## src/rtl/registru_pkg.sv

```systemverilog
// Shared types and the one-bit shift/rotate step for registru_universal.
package registru_pkg;

   // Widest register the shared step function can serve.
   localparam int MAX_WIDTH = 64;

   typedef enum logic [2:0] {
      OP_NOP  = 3'b000,
      OP_LOAD = 3'b001,
      OP_INC  = 3'b010,
      OP_DEC  = 3'b011,
      OP_SHR  = 3'b100,
      OP_SHL  = 3'b101,
      OP_ROR  = 3'b110,
      OP_ROL  = 3'b111
   } op_e;

   typedef enum logic {
      S_IDLE  = 1'b0,
      S_SHIFT = 1'b1
   } state_e;

   typedef struct packed {
      logic [MAX_WIDTH-1:0] data;
      logic                 out_bit;
   } step_t;

   // Moves the low `width` bits of d by one position; bits above width are don't-care.
   function automatic step_t shift_step(input op_e op, input logic [MAX_WIDTH-1:0] d,
                                        input int width, input logic ser);
      step_t r;
      logic  fill;
      r.data    = d;
      r.out_bit = 1'b0;
      fill      = ser;
      case (op)
         OP_SHR, OP_ROR: begin
            r.out_bit = d[0];
            if (op == OP_ROR) fill = d[0];
            r.data = {1'b0, d[MAX_WIDTH-1:1]};
            for (int i = 0; i < MAX_WIDTH; i++) begin
               if (i == width - 1) r.data[i] = fill;
            end
         end
         OP_SHL, OP_ROL: begin
            for (int i = 0; i < MAX_WIDTH; i++) begin
               if (i == width - 1) r.out_bit = d[i];
            end
            if (op == OP_ROL) fill = r.out_bit;
            r.data = {d[MAX_WIDTH-2:0], fill};
         end
         default: r.data = d;
      endcase
      return r;
   endfunction

endpackage

```

## src/rtl/registru_universal.sv

```systemverilog
// Universal working register: load, inc/dec (wrap or saturate), and
// multi-bit shifts/rotates executed one bit per cycle behind READY.
module registru_universal
   import registru_pkg::*;
#(
   parameter int WIDTH = 8,
   parameter int SAT   = 0,
   localparam int AW   = $clog2(WIDTH)
) (
   input  logic             clk,
   input  logic             RESET,
   input  logic             OP_VALID,
   input  logic [2:0]       OP,
   input  logic [AW-1:0]    AMT,
   input  logic             SER_IN,
   input  logic [WIDTH-1:0] datain,
   output logic [WIDTH-1:0] dataout,
   output logic             READY,
   output logic             ZERO,
   output logic             CARRY
);

   logic [WIDTH-1:0]     data_q, data_d;
   logic                 carry_q, carry_d;
   state_e               state_q, state_d;
   logic [AW-1:0]        cnt_q, cnt_d;
   op_e                  op_q, op_d;
   logic                 ser_q, ser_d;

   logic [MAX_WIDTH-1:0] data_ext;
   op_e                  step_op;
   logic                 step_ser;
   step_t                step;
   logic [WIDTH:0]       sum;
   op_e                  op_in;

   assign op_in = op_e'(OP);

   // One step function serves both the accept edge and the SHIFT cycles.
   always_comb begin
      data_ext            = '0;
      data_ext[WIDTH-1:0] = data_q;
      step_op             = (state_q == S_IDLE) ? op_in  : op_q;
      step_ser            = (state_q == S_IDLE) ? SER_IN : ser_q;
      step                = shift_step(step_op, data_ext, WIDTH, step_ser);
   end

   // NOTE: every output of this block gets a default first, so no path can infer a latch.
   always_comb begin
      data_d  = data_q;
      carry_d = carry_q;
      state_d = state_q;
      cnt_d   = cnt_q;
      op_d    = op_q;
      ser_d   = ser_q;
      sum     = {1'b0, data_q} + (WIDTH+1)'(1);
      case (state_q)
         S_IDLE: begin
            if (OP_VALID) begin
               case (op_in)
                  OP_NOP: ;
                  OP_LOAD: begin
                     data_d  = datain;
                     carry_d = 1'b0;
                  end
                  OP_INC: begin
                     if (SAT != 0 && &data_q) begin
                        carry_d = 1'b1;
                     end else begin
                        data_d  = sum[WIDTH-1:0];
                        carry_d = sum[WIDTH];
                     end
                  end
                  OP_DEC: begin
                     if (SAT != 0 && data_q == '0) begin
                        carry_d = 1'b1;
                     end else begin
                        data_d  = data_q - WIDTH'(1);
                        carry_d = (data_q == '0);
                     end
                  end
                  default: begin
                     if (AMT != '0) begin
                        data_d  = step.data[WIDTH-1:0];
                        carry_d = step.out_bit;
                        op_d    = op_in;
                        ser_d   = SER_IN;
                        if (AMT != AW'(1)) begin
                           state_d = S_SHIFT;
                           cnt_d   = AMT - AW'(1);
                        end
                     end
                  end
               endcase
            end
         end
         default: begin
            data_d  = step.data[WIDTH-1:0];
            carry_d = step.out_bit;
            cnt_d   = cnt_q - AW'(1);
            if (cnt_q == AW'(1)) state_d = S_IDLE;
         end
      endcase
   end

   // NOTE: sequential state is updated with non-blocking assignments only.
   always_ff @(posedge clk or posedge RESET) begin
      if (RESET) begin
         data_q  <= '0;
         carry_q <= 1'b0;
         state_q <= S_IDLE;
         cnt_q   <= '0;
         op_q    <= OP_NOP;
         ser_q   <= 1'b0;
      end else begin
         data_q  <= data_d;
         carry_q <= carry_d;
         state_q <= state_d;
         cnt_q   <= cnt_d;
         op_q    <= op_d;
         ser_q   <= ser_d;
      end
   end

   assign dataout = data_q;
   assign CARRY   = carry_q;
   assign READY   = (state_q == S_IDLE);
   assign ZERO    = (data_q == '0);

endmodule

```

## config.mk

```make
export PLATFORM = sky130hd
export DESIGN_NAME = registru_universal
export DESIGN_NICKNAME = d
export VERILOG_FILES = /design/src/rtl/registru_pkg.sv /design/src/rtl/registru_universal.sv
export SDC_FILE = /design/constraint.sdc
export NUM_CORES = 1
export LEC_CHECK = 0
export CORE_MARGIN = 5
export CORE_UTILIZATION = 48
export CTS_CLUSTER_DIAMETER = 30
export DETAILED_ROUTE_END_ITERATION = 16
export PLACE_DENSITY = 0.77
export SLEW_MARGIN = 20
export SYNTH_ARGS = -nofsm -noshare
export SYNTH_HDL_FRONTEND = slang
export SYNTH_SLANG_ARGS = --single-unit
```

## constraint.sdc

```tcl
create_clock -name clk -period 1.9 [get_ports clk]
set_input_delay 0.19 -clock clk [delete_from_list [all_inputs] [get_ports clk]]
set_output_delay 0.19 -clock clk [all_outputs]
set_load 0.02 [all_outputs]
```

==> impl_results.md, run 1 <==
- Distinct cells, synth: 54
- Number of global-route vias before repair: 1718
- Worst path bufs/invs: 1
- Worst VDD drop: 0.7433 mV
- WL met2: 2403 µm
- Pwr dens: 1363 nW/µm²
- Worst setup SP type: register
- Clock skew: 0.002042 ns
- CTS tree: built
- DIE AREA: 4662 µm²
- Largest net degree at the start of global routing: 18
- Post-synthesis net count: 222
- Die Width: 68.28 µm
- Final Non-Filler Cells: 301
- Critical path depth: 7
- Worst EP required: 2.10 ns
- CP peak stage delay: 0.47 ns
- Min cycle time layout: 1.870 ns
- Least-Margin Pin Slew: 0.4353 ns
- Detailed Route WL: 4769 µm
- Max H-tree Level: 1
- Total number of vias: 1731
- Layout cell share with drive strength beyond 1: 0.2118
- CTS buffer count: 3
- GPL Wtd Cong: 0.9428
- Top Metal Used: met4
- Tot GR Track Use: 0.2177
- Max Slew Vio Count: 0
- Wire per inst: 15.84 µm
- Clock-pin slew on the worst setup and hold paths: 0.10 ns
- Mapped cell area: 1630 µm²
- Switching power: 1.350 mW
- Setup slack, reg-to-reg: 0.03 ns
- Placed inst area: 2208 µm²
- Final Hold Vio Count: 0
- First-pass iteration count of the detailed router: 4
- Synth async-reset ratio: 1.000
- Cells on worst reg2reg path: 7
- Flops & latches, synth: 17
- Number of flops mapped to enable cells by yosys: 0
- Inserted Diodes: 0
- Clk root buf: clkbuf_4
- Status: finished, final reports clean
- Starting Density: 0.4924
- Sw frac: 0.4428
- Crit. End Element: register
- Final Power: 3.048 mW
- Hold-fix buffers at CTS: 0
- Crit path launch: dataout[0]$_DFFE_PP0P_
- Final ANT Viol Nets: 0
- Synth-to-layout area growth: 37.14%
- Worst setup path category: reg2reg
- # rows: 21
- Ys Warns: 0
- IO buf count: 28
- Comb pwr share: 0.692
- FILL cells: 303
- Endpoints failing setup: 0
- Worst Path Arrival: 2.07 ns
- Final worst-path cycle share: 0.9843
- Ys flop type: dfrtp_1
- DRC: 0
- Peak Freq: 534.7 MHz
- Syn Area/Cell: 8.318 µm²
- GRT overflow: 0
- Clock sinks: 17
- Met3 wire length: 253 µm
- Met1 WL: 2036 µm
- Post-Synthesis Cells: 196
- Detailed Route Iter0 Violations: 164
- Hold/Removal Path Class: in2async
- Crit path max-delay family: compound AO/OA/AOI/OAI gates
- Core ar.: 3311 µm²
- Final instance area: 2236 µm²
- Leakage power: 0.9726 nW
- Seq pwr share: 0.241
- Clock share of power: 0.067
- Crit path to: dataout[2]$_DFFE_PP0P_
- Die Y: 68.28 µm
- First-pass GRT wire length: 7783 µm
- Number of nets in the layout: 282
- Drt via density: 5.751
- Max-Cap Viols: 0
- Post-DP HPWL: 3710 µm
- Clock Path Buffers: 2
- I/O pin total: 29
- Max FO, Critical Path: 5
- Worst rel slew slack: 0.7023
- RR Endpoint: dataout[2]$_DFFE_PP0P_
- Sequential-to-total area share from yosys stat: 0.2609
- Initial antenna violation count: 0
- Critical R2R Launch: dataout[0]$_DFFE_PP0P_
- RSZ-0062 raised after global routing: yes
- Placed cells: 297
- Pint: 1.698 mW
- Clk Latency, worst-skew pair: 0.29 ns
- # Post-CTS Setup Buffers: 0
- Slowest CP cell: a2111oi_1
- Crit-path cells: inv_1 -> ha_1 -> mux2i_1 -> xnor2_1 -> a2111oi_1 -> o21ai_1 -> o21a_1
-- layout by cell type, fill, tap and decap left out, types with 2 or more instances in the layout --
cell type,instances
buf_4,40
clkdlybuf4s50_1,27
nor2_1,22
dfrtp_1,16
inv_1,13
a21oi_1,12
nand2_1,9
mux2i_1,8
ha_1,8
nor3_1,7
nor2b_1,7
nand3_1,5
a211oi_1,5
o21ai_0,5
nand3b_1,4
and3_1,4
nand2b_1,3
a31oi_1,3
a2111oi_0,3
mux2_2,3
o21ai_1,3
a221oi_1,3
xnor2_1,3
o32ai_1,3
clkbuf_4,3
a32oi_1,2
o211ai_1,2
a311oi_1,2
o21a_1,2
-- cell type report --
class	instances	area, µm²	area share
Multi-Input combinational cell	152	1080	0.4829
Timing Repair Buffer	68	579.3	0.2591
Sequential cell	17	426.7	0.1908
Inverter	14	66.31	0.02966
Tap cell	46	57.56	0.02574
Clock buffer	4	26.28	0.01175
-- worst min-delay path by stage --
stage	end	slack, ns	depth (start not counted)
after floorplan	CARRY$_DFFE_PP0P_	0.12	1
after global placement	ser_q$_DFFE_PP0P_	0.48	1
after detailed placement	cnt_q[2]$_DFFE_PP0P_	0.49	1
after CTS	op_q[0]$_DFFE_PP0P_	0.19	3
after global routing	op_q[0]$_DFFE_PP0P_	0.21	3
final	dataout[2]$_DFFE_PP0P_	0.19	3
-- power groups by stage --
stage	clock, mW	combinational, mW	sequential, mW
6_report	0.203	2.11	0.734
5_1_grt	0.217	2.32	0.761
4_1_cts	0.206	2.10	0.728
3_5_place_dp	0	2.09	0.735
3_3_place_gp	0	2.06	0.729
2_1_floorplan	0	1.22	0.798
-- cell families (layout without fill, tap and decap cells) --
kind of cell / count (synthesis) / in the layout / share of synthesized area
AO/OA/AOI/OAI: 57 / 57 / 0.2640
XOR/XNOR: 4 / 4 / 0.02149
adder cells (fa/ha/maj): 8 / 8 / 0.06140
buffers and inverters: 27 / 86 / 0.07752
flip-flops: 17 / 17 / 0.2609
multiplexers: 13 / 13 / 0.09056
AND/OR/NAND/NOR: 70 / 70 / 0.2241
-- metal layers --
metal  vias up  GRT usage
li1        845          -
met1       821     0.2619
met2        54     0.3899
met3        11    0.03777
met4         0    0.06948
met5         -          0
-- state kept, by name, summed over array words and instances, names as in the netlist --
| register | count |
|---|---|
| ser_q | 1 |
| state_q | 1 |
| op_q | 3 |
| cnt_q | 3 |
| dataout | 8 |
| CARRY | 1 |
-- worst reg2reg max path, cell delays in order (launching register included) --
cell and delay [ns]:
dfrtp_1 0.44, inv_1 0.11, ha_1 0.22, mux2i_1 0.16
xnor2_1 0.10, a2111oi_1 0.47, o21ai_1 0.15, o21a_1 0.12
-- cells in the mapped netlist, types with 3 or more instances --
cell type / number / area (µm²)
a2111oi_0: 4 / 35.03
a211oi_1: 5 / 37.54
a21oi_1: 12 / 60.06
a221oi_1: 3 / 26.28
a31oi_1: 3 / 18.77
and3_1: 4 / 25.02
buf_2: 6 / 30.03
clkbuf_1: 4 / 15.01
dfrtp_1: 17 / 425.4
ha_1: 8 / 100.1
inv_1: 13 / 48.80
mux2_2: 3 / 33.78
mux2i_1: 8 / 80.08
nand2_1: 9 / 33.78
nand2b_1: 3 / 18.77
nand3_1: 5 / 25.02
nand3b_1: 4 / 30.03
nor2_1: 22 / 82.58
nor2b_1: 7 / 43.79
nor3_1: 7 / 35.03
o21ai_0: 5 / 25.02
o21ai_1: 3 / 15.01
o32ai_1: 3 / 26.28
xnor2_1: 3 / 26.28
-- stage by stage --
| step | setup slack, ns | TNS (ns) | utilization | hold slack, ns |
|---|---|---|---|---|
| after floorplan | 0.04844 | 0 | - | 0.1161 |
| after global placement | -0.1515 | -0.3078 | 0.6670 | 0.4830 |
| after detailed placement | -0.1161 | -0.3493 | 0.6670 | 0.4891 |
| after CTS | 0.004784 | 0 | 0.6746 | 0.1945 |
| after global routing | -0.1122 | -0.1149 | 0.6754 | 0.2085 |
| final | 0.02987 | 0 | 0.6754 | 0.1940 |
-- timing repair --
item / CTS / global route
resized for setup: 1 / 2
pin swaps: 0 / 0
endpoints found under the setup margin: 1 / 3
endpoints found under the hold margin: 0 / 0
Note: power is estimated with default switching activity, not from simulation.
==> inputs of run 2 (changes only) <==
--- a/config.mk
+++ b/config.mk
@@ -5,11 +5,13 @@
 export SDC_FILE = /design/constraint.sdc
 export NUM_CORES = 1
 export LEC_CHECK = 0
+export ABC_AREA = 1
 export CORE_MARGIN = 5
 export CORE_UTILIZATION = 48
 export CTS_CLUSTER_DIAMETER = 30
 export DETAILED_ROUTE_END_ITERATION = 16
 export PLACE_DENSITY = 0.77
+export SETUP_SLACK_MARGIN = 0.15
 export SLEW_MARGIN = 20
 export SYNTH_ARGS = -nofsm -noshare
 export SYNTH_HDL_FRONTEND = slang
==> run 2 against run 1 <==
Compared with the run above:
- flip-flop and latch count did not move
- core utilization fell by 5.1 points
- clock skew rose by 0.0035 ns
- critical path type is now reg2out
==> impl_results.md, run 2 <==
- Ranking of synthesized cells by area: dfrtp_1, nand2_1, nand3_1, ha_1, inv_1
- Die Width: 68.82 µm
- Crit path max-delay family: flip-flops
- Least-Margin Pin Slew: 0.3626 ns
- DRC: 0
- Comb pwr share: 0.720
- Status: finished, final reports clean
- Ys flop type: dfrtp_1
- RR Endpoint: dataout[0]$_DFFE_PP0P_
- Final ANT Viol Nets: 0
- Number of nets in the layout: 327
- GPL Wtd Cong: 0.9159
- Worst setup path category: reg2out
- Number of flops mapped to enable cells by yosys: 0
- CP peak stage delay: 0.39 ns
- Clock Path Buffers: 2
- Dominant cell type by area after synthesis: dfrtp_1
- # rows: 21
- Final Non-Filler Cells: 346
- Synth Area in Adders: 0.06029
- I/O pin total: 29
- Wire per inst: 12.80 µm
- Drt via density: 5.246
- CTS tree: built
- Mapped cell area: 1660 µm²
- Max H-tree Level: 1
- Critical path depth: 5
- Worst path bufs/invs: 3
- Critical R2R Launch: state_q$_DFF_PP0_
- Clk Latency, worst-skew pair: 0.30 ns
- Largest family of logic cells by synthesized area: simple AND/OR/NAND/NOR gates
- Sw frac: 0.5197
- First-pass iteration count of the detailed router: 4
- Setup_tns: 0 ns
- DIE AREA: 4736 µm²
- Cells on worst reg2reg path: 9
- Ys Warns: 0
- Max reg flops: 8
- Detailed Route Iter0 Violations: 180
- Slowest CP cell: dfrtp_1
- Seq pwr share: 0.213
- Clock share of power: 0.067
- Most frequent cells in the layout: nand2_1, nand3_1, inv_1
- Post-synth top cells: nand2_1, nand3_1, inv_1
- Peak Freq: 598.1 MHz
- Number of global-route vias before repair: 1619
- Yosys top cell area share: 0.2562
- Max Slew Vio Count: 0
- Register Area: 425.4 µm²
- Worst VDD drop: 0.7130 mV
- Worst setup SP type: register
- Starting Density: 0.4976
- Worst Path Arrival: 1.48 ns
- Most used cell, CP: inv_1
- Crit. End Element: output pin
- Endpoints failing setup: 0
- Post-Synthesis Cells: 264
- Tot GR Track Use: 0.2104
- Pint: 1.426 mW
- RSZ-0062 raised after global routing: yes
- Clk root buf: clkbuf_4
- Clock sinks: 17
- First-pass GRT wire length: 7458 µm
- Post-synthesis compound-gate area fraction: 0.1251
- Synth Area in XOR/XNOR: 0.01583
- IO buf count: 28
- Syn Area/Cell: 6.289 µm²
- Min cycle time layout: 1.672 ns
- Max-Cap Viols: 0
- Worst EP required: 1.71 ns
- Layout cell share with drive strength beyond 1: 0.1400
- Total number of vias: 1815
- Detailed Route WL: 4429 µm
- Synth-to-layout area growth: 25.47%
- FILL cells: 346
- Post-DP HPWL: 3389 µm
- Crit path launch: dataout[0]$_DFFE_PP0P_
- Commonest non-fill, non-tap cell in the layout: nand2_1
- Inserted Diodes: 0
- Initial antenna violation count: 0
- Hold/Removal Path Class: in2async
- WHS: 0.1909 ns
- Pwr dens: 1425 nW/µm²
- Simple-Gate Fraction of Synth Area: 0.4228
- Synth async-reset ratio: 1.000
- Flops & latches, synth: 17
- Core ar.: 3337 µm²
- Mux share of post-synthesis cell area: 0.006782
- Switching power: 1.543 mW
- Final Hold Vio Count: 0
- Clock skew: 0.005538 ns
- Die Y: 68.82 µm
- Count leader, synth: nand2_1
- Crit path to: ZERO
- GRT overflow: 0
- Leakage power: 1.023 nW
- Multi-input logic area: 1056 µm²
- Distinct cells, synth: 32
- Crit-path cells: inv_1 -> ha_1 -> inv_1 -> nor4_2 -> clkbuf_2
- Clock-pin slew on the worst setup and hold paths: 0.10 ns
- Final worst-path cycle share: 0.8800
- Setup slack, reg-to-reg: 0.35 ns
- Largest net degree at the start of global routing: 18
- Post-synthesis net count: 290
- Sequential-to-total area share from yosys stat: 0.2562
- CTS buffer count: 3
- Max FO, Critical Path: 4
- Placed cells: 342
- Worst rel slew slack: 0.7580
run 2: cell count changes after synthesis, sizes merged, moves of 4 or more:
cell | previous run | this run
mux2i | 9 | 0
inv | 13 | 35
nand2 | 10 | 78
nand3b | 4 | 0
o21ai | 8 | 18
nand3 | 5 | 41
nor3 | 7 | 3
o211ai | 2 | 6
nor2b | 7 | 0
nor2 | 22 | 27
and3 | 4 | 0
a211oi | 5 | 0
a2111oi | 4 | 0
run 2: worst reg2reg max path, cell delays in order, from the launching register on:
cell,delay (ns)
dfrtp_1,0.50
inv_4,0.17
nand2_1,0.10
nand2_2,0.11
inv_2,0.10
nor2_8,0.16
nand2_1,0.07
nand3_1,0.09
nand2_1,0.07
a21oi_2,0.12
run 2: cell families (layout without fill, tap and decap cells):
group	count (synthesis)	in the layout
simple gates	153	153
fa+ha+maj	8	8
compound gates	37	37
buf+inv	45	81
mux	1	1
flops	17	17
xor+xnor	3	3
run 2: per-stage QoR:
stage / util / worst slack [ns] / power [mW] / area [µm²]
after floorplan: - / 0.2725 / 2.137 / 1667
after global placement: 0.6160 / 0.1297 / 2.754 / 2056
after detailed placement: 0.6160 / 0.1125 / 2.770 / 2056
after CTS: 0.6232 / 0.06042 / 2.968 / 2079
after global routing: 0.6243 / 0.1388 / 3.277 / 2083
final: 0.6243 / 0.2280 / 2.968 / 2083
run 2: worst min-delay path by stage:
stage | end | depth (start not counted)
after global routing | CARRY$_DFFE_PP0P_ | 3
after floorplan | CARRY$_DFFE_PP0P_ | 1
final | state_q$_DFF_PP0_ | 3
after CTS | cnt_q[0]$_DFFE_PP0P_ | 3
after detailed placement | op_q[2]$_DFFE_PP0P_ | 1
after global placement | op_q[2]$_DFFE_PP0P_ | 1
run 2: power by group through the flow:
stage	sequential, mW	combinational (mW)	clock, mW
after detailed placement	0.636	2.13	0
after floorplan	0.713	1.42	0
after global routing	0.652	2.39	0.231
after CTS	0.629	2.13	0.208
final	0.632	2.14	0.199
after global placement	0.634	2.12	0
run 2: timing repair:
item | 4_1_cts | 5_1_grt
hold endpoints to repair | 0 | 0
pin swaps | 0 | 0
setup buffers | 0 | 0
setup endpoints to repair | 2 | 4
hold buffers | 0 | 0
gates resized for setup | 2 | 6
run 2: cell type report:
class,instances,share of cell area
flip-flops and latches,17,0.2042
repair buffers,42,0.1832
well taps,46,0.02763
inverters,35,0.06547
clock buffers,4,0.01261
multi-input cells,202,0.5069
run 2: per-layer routing:
| layer | track usage | wire length [µm] | up-vias | share of wire |
|---|---|---|---|---|
| li1 | - | - | 929 | - |
| met5 | 0 | 0 | - | 0 |
| met3 | 0.02431 | 304 | 9 | 0.069 |
| met2 | 0.3409 | 2110 | 67 | 0.48 |
| met4 | 0.07056 | 86 | 0 | 0.019 |
| met1 | 0.2900 | 1928 | 810 | 0.44 |
